### config.mk
export PLATFORM = sky130hd
export DESIGN_NAME = pipe_buffer
export DESIGN_NICKNAME = d
export VERILOG_FILES = /design/src/rtl/pipe_buffer.sv
export SDC_FILE = /design/constraint.sdc
export NUM_CORES = 1
export LEC_CHECK = 0
export ABC_AREA = 0
export ABC_CLOCK_PERIOD_IN_PS = 1900
export CORE_MARGIN = 8
export CORE_UTILIZATION = 41
export DETAILED_ROUTE_END_ITERATION = 10
export GPL_TIMING_DRIVEN = 0
export PLACE_DENSITY_LB_ADDON = 0.05
export SYNTH_ARGS = -nofsm -noshare
export SYNTH_HDL_FRONTEND = slang
export SYNTH_SLANG_ARGS = --single-unit
### constraint.sdc
create_clock -name clk -period 1.9 [get_ports clk]
set_input_delay 0.38 -clock clk [delete_from_list [all_inputs] [get_ports clk]]
set_output_delay 0.38 -clock clk [all_outputs]
set_load 0.005 [all_outputs]
### src/rtl/pipe_buffer.sv
// Elastic pipeline register: DEPTH-entry circular buffer with valid/ready on both sides,
// synchronous flush and occupancy reporting. Optional zero-latency bypass: PIPE_BUFFER_BYPASS_EN.
module pipe_buffer #(
    parameter int WIDTH    = 8,
    parameter int DEPTH    = 2,
    parameter int AF_LEVEL = DEPTH - 1
) (
    input  logic                       clk,
    input  logic                       reset,
    input  logic                       flush,
    input  logic                       in_valid,
    output logic                       in_ready,
    input  logic [WIDTH-1:0]           in_data,
    output logic                       out_valid,
    input  logic                       out_ready,
    output logic [WIDTH-1:0]           out_data,
    output logic [$clog2(DEPTH+1)-1:0] count,
    output logic                       almost_full
);

    localparam int CW = $clog2(DEPTH + 1);
    localparam int PW = $clog2(DEPTH);
    localparam logic [CW-1:0] FULL = CW'(DEPTH);
    localparam logic [CW-1:0] AF   = CW'(AF_LEVEL);
    localparam logic [PW-1:0] LAST = PW'(DEPTH - 1);

    logic [WIDTH-1:0] mem [DEPTH];
    logic [PW-1:0]    wr_ptr, rd_ptr;
    logic             empty, push, pop;

    function automatic logic [PW-1:0] adv(input logic [PW-1:0] p);
        return (p == LAST) ? '0 : p + PW'(1);
    endfunction

    assign empty       = (count == '0);
    assign in_ready    = (count != FULL);
    assign almost_full = (count >= AF);
    assign pop         = ~empty & out_ready;

`ifdef PIPE_BUFFER_BYPASS_EN
    logic byp;
    // An empty, unflushed buffer forwards the input straight through; if it is
    // consumed in the same cycle nothing is stored.
    assign byp       = empty & ~flush & in_valid;
    assign out_valid = ~empty | byp;
    assign out_data  = ~empty ? mem[rd_ptr] : (byp ? in_data : '0);
    assign push      = in_valid & in_ready & ~(byp & out_ready);
`else
    assign out_valid = ~empty;
    assign out_data  = empty ? '0 : mem[rd_ptr];
    assign push      = in_valid & in_ready;
`endif

    always_ff @(posedge clk) begin
        if (push && !flush)
            mem[wr_ptr] <= in_data;
    end

    always_ff @(posedge clk or negedge reset) begin
        if (!reset) begin
            count  <= '0;
            wr_ptr <= '0;
            rd_ptr <= '0;
        end else if (flush) begin
            count  <= '0;
            wr_ptr <= '0;
            rd_ptr <= '0;
        end else begin
            if (push) wr_ptr <= adv(wr_ptr);
            if (pop)  rd_ptr <= adv(rd_ptr);
            case ({push, pop})
                2'b10:   count <= count + CW'(1);
                2'b01:   count <= count - CW'(1);
                default: ;
            endcase
        end
    end

endmodule

==> metrics.md, run 1 <==
| Metric | Value |
|---|---|
| Status | `finished clean` |
| Cell taking the most area after synthesis | `edfxtp_1` |
| Flop2flop setup slack | `about 0.13 ns` |
| Startpoint types | `flop` |
| Max Root-Sink Buffers | `2` |
| Register area | `about 580 sq um` |
| Largest net degree at the start of global routing | `13` |
| Number of distinct library cells after synthesis | `16` |
| Critical Path End Type | `output port` |
| Area delta synth->final | `43.4%` |
| Syn_area_per_cell | `approximately 15 sq um` |
| Vias in the first global route | `644` |
| DR vias | `between 500 and 600` |
| Final ANT Viol Nets | `0` |
| Sum of negative setup slack | `0 ns` |
| Min Tclk post-route | `approximately 1.8 ns` |
| Hold_buf cts | `0` |
| Worst skew pair latency | `approximately 0.29 ns` |
| Vias per std cell | `about 4.7` |
| Relative slew slack | `between 60 and 70%` |
| H-tree depth | `1` |
| Total gr overflow | `0` |
| Routability cong. | `between 0.6 and 0.7` |
| Hold Violations, Final | `0` |
| Mapped Cells | `between 60 and 70` |
| Multi-input logic area | `315 sq um` |
| Setup Skew | `0.0110 ns` |
| Top-count cell post-synth | `edfxtp_1` |
| Most frequent cells after synthesis | `edfxtp_1 (16), nor2_1 (12), mux2i_1 (8), inv_1 (5), dfrtp_1 (4)` |
| # rows | `17` |
| Die X | `about 63 um` |
| P_leak | `roughly 0.50 nW` |
| Core area | `0.00215 sq mm` |
| Max IR drop VDD | `approximately 780 uV` |
| Initial Util | `a little over two fifths` |
| Layout cells sized above 1 | `a little over a third` |
| TritonCTS buffer count | `3` |
| Worst setup path category | `flop to output port` |
| Final Cycle Share | `a little over nine tenths` |
| IO Pins | `26` |
| Cell area power density | `approximately 1400 mW/mm^2` |
| Post-synthesis sequential area ratio | `around 65%` |
| Antenna violations before repair | `0` |
| WL final | `1590 um` |
| Worst-Margin Slew | `approximately 0.46 ns` |
| Diode count | `0` |
| Largest stage delay, worst path | `about 0.37 ns` |
| HPWL after detailed placement | `approximately 1100 um` |
| Routed length per instance | `~13 um` |
| Mapped Area | `approximately 900 sq um` |
| Max-capacitance violation count | `0` |
| CP Max Fanout | `9` |
| Hold WC Path Type | `input pin to async pin` |
| Reg2reg path depth | `5` |
| Clk slew on worst S/H paths | `0.10 ns` |
| 1st-iter DRT viols | `6` |
| Die H | `62.8 um` |
| Nets@finish | `approximately 110` |
| Critical-path top delay cell | `dfrtp_1` |
| CTS tree | `built` |
| First drt pass iteration count | `3` |
| Synth Flop Type | `edfxtp_1` |
| Slew Viols, Final | `0` |
| PortBufs | `25` |
| Crit path required time | `~1.5 ns` |
| Root Buffer | `clkbuf_4` |
| CP arrival | `roughly 1.5 ns` |
| Yosys reg bits | `20` |
| Syn nets | `78` |
| # setup viols final | `0` |
| Clock Sink Count | `20` |
| Die Footprint | `around 0.004 sq mm` |
| Fmax | `between 0.5 and 0.6 GHz` |
| Top cells by area, synth | `edfxtp_1 (53%), dfrtp_1 (11%), mux2i_1 (8.9%)` |
| Area fraction of the dominant cell type after synthesis | `between 50 and 60%` |
| # DRC | `0` |
| GRT Util Overall | `~8.4%` |
| Total number of yosys warnings | `0` |
| Synth async-reset ratio | `~20%` |
| First-pass GRT wire length | `about 2800 um` |
| Worst path cell trace | `inv_2 > ha_2 > buf_6 > buf_6 > nor2_2 > clkdlybuf4s15_2` |
| Tot Pwr | `around 1.8 mW` |
| Fill cells | `roughly 190` |
| CP most frequent cell | `buf_6` |
| Number of enable flip-flop cells after synthesis | `16` |
what timing repair did:
item                                    in CTS  in global routing
buffers inserted                             3                  1
gates resized for setup                     31                 12
pin swaps                                    2                  1
endpoints found under the setup margin      18                  6
routing by layer:
layer | vias to the layer above | global-route usage, % | wire (um)
met5 | - | 0 | 0
met4 | 0 | 2.56 | 7
met3 | 2 | 4.12 | 139
met2 | 16 | 14.7 | 800
met1 | 276 | 8.48 | 641
li1 | 278 | - | -
registers in the layout, summed over array words and instances, names as in the netlist:
signal,cells
count,2
mem,16
rd_ptr,1
wr_ptr,1
cell families (layout without fill, tap and decap cells):
group / Yosys count / after routing / share of synthesized area [%]
adders and majority gates: 5 / 5 / 6.68
xor gates and xnor gates: 4 / 4 / 3.90
DFF: 20 / 20 / 64.5
buffers and inverters: 8 / 41 / 5.15
and+or+nand+nor: 16 / 16 / 9.46
AOI/OAI and AO/OA: 1 / 1 / 1.39
muxes: 8 / 8 / 8.90
where the power goes:
group	internal, mW	switching [mW]	total, mW
logic	0.504	0.411	0.915
clock network	0.213	0.126	0.339
registers	0.542	0.0288	0.571
per-stage QoR:
step           setup WS [ns]  instances  util, %  hold slack [ns]  instance area (sq um)
2_1_floorplan         0.0271         62        -           0.0844                    905
3_3_place_gp          -0.503        115     55.4            0.542                   1190
3_5_place_dp          -0.554        115     55.4            0.554                   1190
4_1_cts               0.0108        122     59.5            0.281                   1280
5_1_grt              -0.0208        123     60.0            0.294                   1290
6_report              0.0621        123     60.0            0.283                   1290
worst max-delay path: cells and delay by family, from the launching register on:
kind | cells | cell delay, ns
AND/OR/NAND/NOR | 1 | 0.10
buffers and inverters | 4 | 0.52
flip-flops | 1 | 0.37
adder cells (fa/ha/maj) | 1 | 0.19
final timing paths:
check | endpoint | start
max | out_data[5] | count[0]
min | count[0] | reset
max reg2reg | mem[1][6] | count[1]
min reg2reg | wr_ptr | wr_ptr
max in group asynchronous | rd_ptr | reset
min in group clk | wr_ptr | wr_ptr
cell type report:
type	instances	share of cell area (%)
inverter	5	1.45
multi-input combinational	34	24.4
tap	28	2.72
sequential	20	45.0
clock buffer	3	1.75
timing repair buffer	29	20.2
clock inverter	1	2.33
buffer	3	2.13
placed cells by master (no fill, tap or decap), types with 2 or more instances in the layout:
master	count
buf_2	5
buf_4	3
buf_6	3
clkbuf_4	3
clkdlybuf4s15_2	3
clkdlybuf4s50_1	15
dfrtp_1	4
dlygate4sd2_1	2
edfxtp_1	16
ha_1	2
inv_1	3
inv_2	2
maj3_2	2
mux2i_1	8
nor2_1	7
nor2_2	4
xnor2_1	2
xor2_1	2
Power figures use the tool's default switching activity.
==> inputs of run 2 (changes only) <==
--- a/config.mk
+++ b/config.mk
@@ -7,7 +7,6 @@
 export LEC_CHECK = 0
 export ABC_AREA = 0
 export ABC_CLOCK_PERIOD_IN_PS = 1900
-export CORE_MARGIN = 8
 export CORE_UTILIZATION = 41
 export DETAILED_ROUTE_END_ITERATION = 10
 export GPL_TIMING_DRIVEN = 0
==> run 2 against run 1 <==
  * Sequential cell count is the same
  * Combinational power shrank 7.5%
  * Die area shrank 40%
  * Final cell count shrank 1.6%
  * Sequential power is essentially flat
  * Final area shrank 2.1%
  * Sequential share of layout area grew 0.98 points
  * Non-clock buffer count shrank 1
  * First-iteration DRC count grew 17%
  * Critical endpoint is now out_data[0]
  * Largest cell class unchanged
  * Largest power group unchanged
  * Highest routed layer unchanged
==> metrics.md, run 2 (synthesized netlist as in run 1, its figures left out) <==
| Metric | Value |
|---|---|
| Status | `finished clean` |
| Pre-CTS setup slack | `-0.531 ns (+0.0238 ns)` |
| H-tree depth | `1 (unchanged)` |
| Reg2reg path depth | `5 (unchanged)` |
| Startpoint types | `flop` |
| Clk slew on worst S/H paths | `0.10 ns (about the same)` |
| Vias per std cell | `4.66 (+0.23%)` |
| First-pass GRT wire length | `2440 um (-11%)` |
| Max Root-Sink Buffers | `2 (unchanged)` |
| Hold Violations, Final | `0 (unchanged)` |
| CP most frequent cell | `buf_6` |
| Routability cong. | `0.692 (+0.41%)` |
| Layout cells sized above 1 | `31.9% (-3.9 points)` |
| R2R Path End | `mem[1][4]` |
| Tot Pwr | `1.75 mW (-3.8%)` |
| Gate power share | `48.2% (-1.9 points)` |
| Critical-path top delay cell | `dfrtp_1` |
| PortBufs | `25 (unchanged)` |
| Crit path required time | `1.52 ns (about the same)` |
| DR vias | `564 (-1.4%)` |
| Switching portion of total power | `30.4% (-0.57 points)` |
| Worst-Margin Slew | `0.476 ns (+0.0118 ns)` |
| Top reg by flops | `mem` |
| Setup Skew | `0.00569 ns (-0.00533 ns)` |
| Clock power frac | `19.3% (+0.7 points)` |
| Largest stage delay, worst path | `0.38 ns (about the same)` |
| IO Pins | `26 (unchanged)` |
| Fill cells | `160 (-14%)` |
| Leading cell type in the layout, fill and taps excluded | `edfxtp_1` |
| TritonCTS buffer count | `3 (unchanged)` |
| # setup viols final | `0 (unchanged)` |
| Flop2flop setup slack | `0.13 ns (about the same)` |
| Post-route setup slack | `0.0708 ns (+0.00872 ns)` |
| Min Tclk post-route | `1.83 ns (-0.00872 ns)` |
| Critical Path End Type | `output port` |
| Slew Viols, Final | `0 (unchanged)` |
| Clock Sink Count | `20 (unchanged)` |
| Core area | `0.00202 sq mm (-5.9%)` |
| Worst setup path category | `flop to output port` |
| HPWL after detailed placement | `970 um (-15%)` |
| CTS tree | `built` |
| Initial Util | `44.5% (+2.6 points)` |
| Cell area power density | `1390 mW/mm^2 (-1.7%)` |
| Worst skew pair latency | `0.30 ns (about the same)` |
| Hold WC Path Type | `input pin to async pin` |
| Beginning of the worst register-to-register path | `count[1]` |
| Flop pwr share | `32.5% (+1.2 points)` |
| WL final | `1440 um (-9.4%)` |
| Area delta synth->final | `40.3%` |
| Hold_buf cts | `0 (unchanged)` |
| Routed length per instance | `11.9 um (-7.9%)` |
| Die Footprint | `0.00239 sq mm (-40%)` |
| Max reg flops | `16 (unchanged)` |
| CP arrival | `1.45 ns (about the same)` |
| Relative slew slack | `68.2% (-0.79 points)` |
| Diode count | `0 (unchanged)` |
| GRT Util Overall | `14.1% (+5.7 points)` |
| Vias in the first global route | `537 (-17%)` |
| Worst hold slack | `0.274 ns (-0.00848 ns)` |
| Antenna violations before repair | `0 (unchanged)` |
| Commonest cells after routing, fill and taps aside | `edfxtp_1 (16), clkdlybuf4s50_1 (14), mux2i_1 (8), nor2_1 (8), buf_2 (5)` |
| Die H | `48.8 um (-22%)` |
| First drt pass iteration count | `2 (-1)` |
| Largest registers | `mem (16), count (2)` |
| Final Cycle Share | `96.3% (-0.46 points)` |
| Total gr overflow | `0 (unchanged)` |
| Root Buffer | `clkbuf_4` |
| Die X | `48.8 um (-22%)` |
| Switching pwr | `534 uW (-5.6%)` |
| Fmax | `0.547 GHz (+0.48%)` |
| # rows | `16 (-1)` |
| Internal power | `1.22 mW (-3.0%)` |
| CP Max Fanout | `7 (-2)` |
| Max IR drop VDD | `788 uV (+0.67%)` |
| Worst path cell trace | `inv_2 > ha_2 > buf_6 > buf_6 > nor2_2 > clkdlybuf4s15_1` |
| Max-capacitance violation count | `0 (unchanged)` |
| 1st-iter DRT viols | `7 (+1)` |
| Nets@finish | `111 (-0.89%)` |
| RSZ-0062 raised after global routing | `true` |
| P_leak | `0.505 nW (+1.3%)` |
| Largest net degree at the start of global routing | `13 (unchanged)` |
| Final ANT Viol Nets | `0 (unchanged)` |
| # DRC | `0 (unchanged)` |
## run 2: through the flow
stage                     TNS [ns]  std cells  area (sq um)  util, %
final                            0        121          1260     62.4
after global routing       -0.0131        121          1260     62.4
after CTS                        0        121          1290     63.7
after detailed placement     -5.84        114          1190     58.8
after global placement       -5.33        114          1190     58.8
after floorplan                  0         62           905        -
## run 2: area by class of cell
type,count,area [sq um],share of cell area (%)
Sequential cell,20,581,46.0
Multi-Input combinational cell,34,308,24.4
Timing Repair Buffer,28,241,19.1
Tap cell,27,33.8,2.68
Clock inverter,1,30.0,2.38
Buffer,3,27.5,2.18
Clock buffer,3,22.5,1.78
Inverter,5,18.8,1.49
## run 2: metal layers
metal / GRT usage, % / part of all wire [%] / up-vias
met1: 18.6 / 44 / 266
li1: - / - / 278
met2: 21.1 / 50 / 18
met5: 0 / 0 / -
met4: 7.35 / 0.90 / 0
met3: 4.05 / 4.9 / 2
## run 2: worst max path at each step
stage / from / to / slack (ns) / cells past startpoint
after floorplan: count[0] / mem[0][0] / 0.03 / 5
after global placement: in_valid / mem[0][0] / -0.50 / 4
after detailed placement: in_valid / mem[0][6] / -0.53 / 4
after CTS: count[0] / out_data[3] / 0.01 / 6
after global routing: count[0] / out_data[0] / -0.01 / 6
final: count[0] / out_data[0] / 0.07 / 6
## run 2: power by group through the flow
stage | Combinational (mW) | Sequential [mW] | Clock, mW
after floorplan | 0.465 | 0.578 | 0
after global placement | 0.824 | 0.578 | 0
after detailed placement | 0.833 | 0.582 | 0
after CTS | 0.878 | 0.569 | 0.353
after global routing | 0.928 | 0.578 | 0.368
final | 0.846 | 0.570 | 0.339
## run 2: what timing repair did
action	4_1_cts	5_1_grt
buffers inserted	3	0
setup endpoints to repair	27	9
pin swaps	0	0
resized for setup	26	14
## run 2: critical path, delay by kind of cell, from the launching register on
kind / cells / cell delay [ns]
simple gates: 1 / 0.09
fa+ha+maj: 1 / 0.18
flops: 1 / 0.38
buf+inv: 4 / 0.51
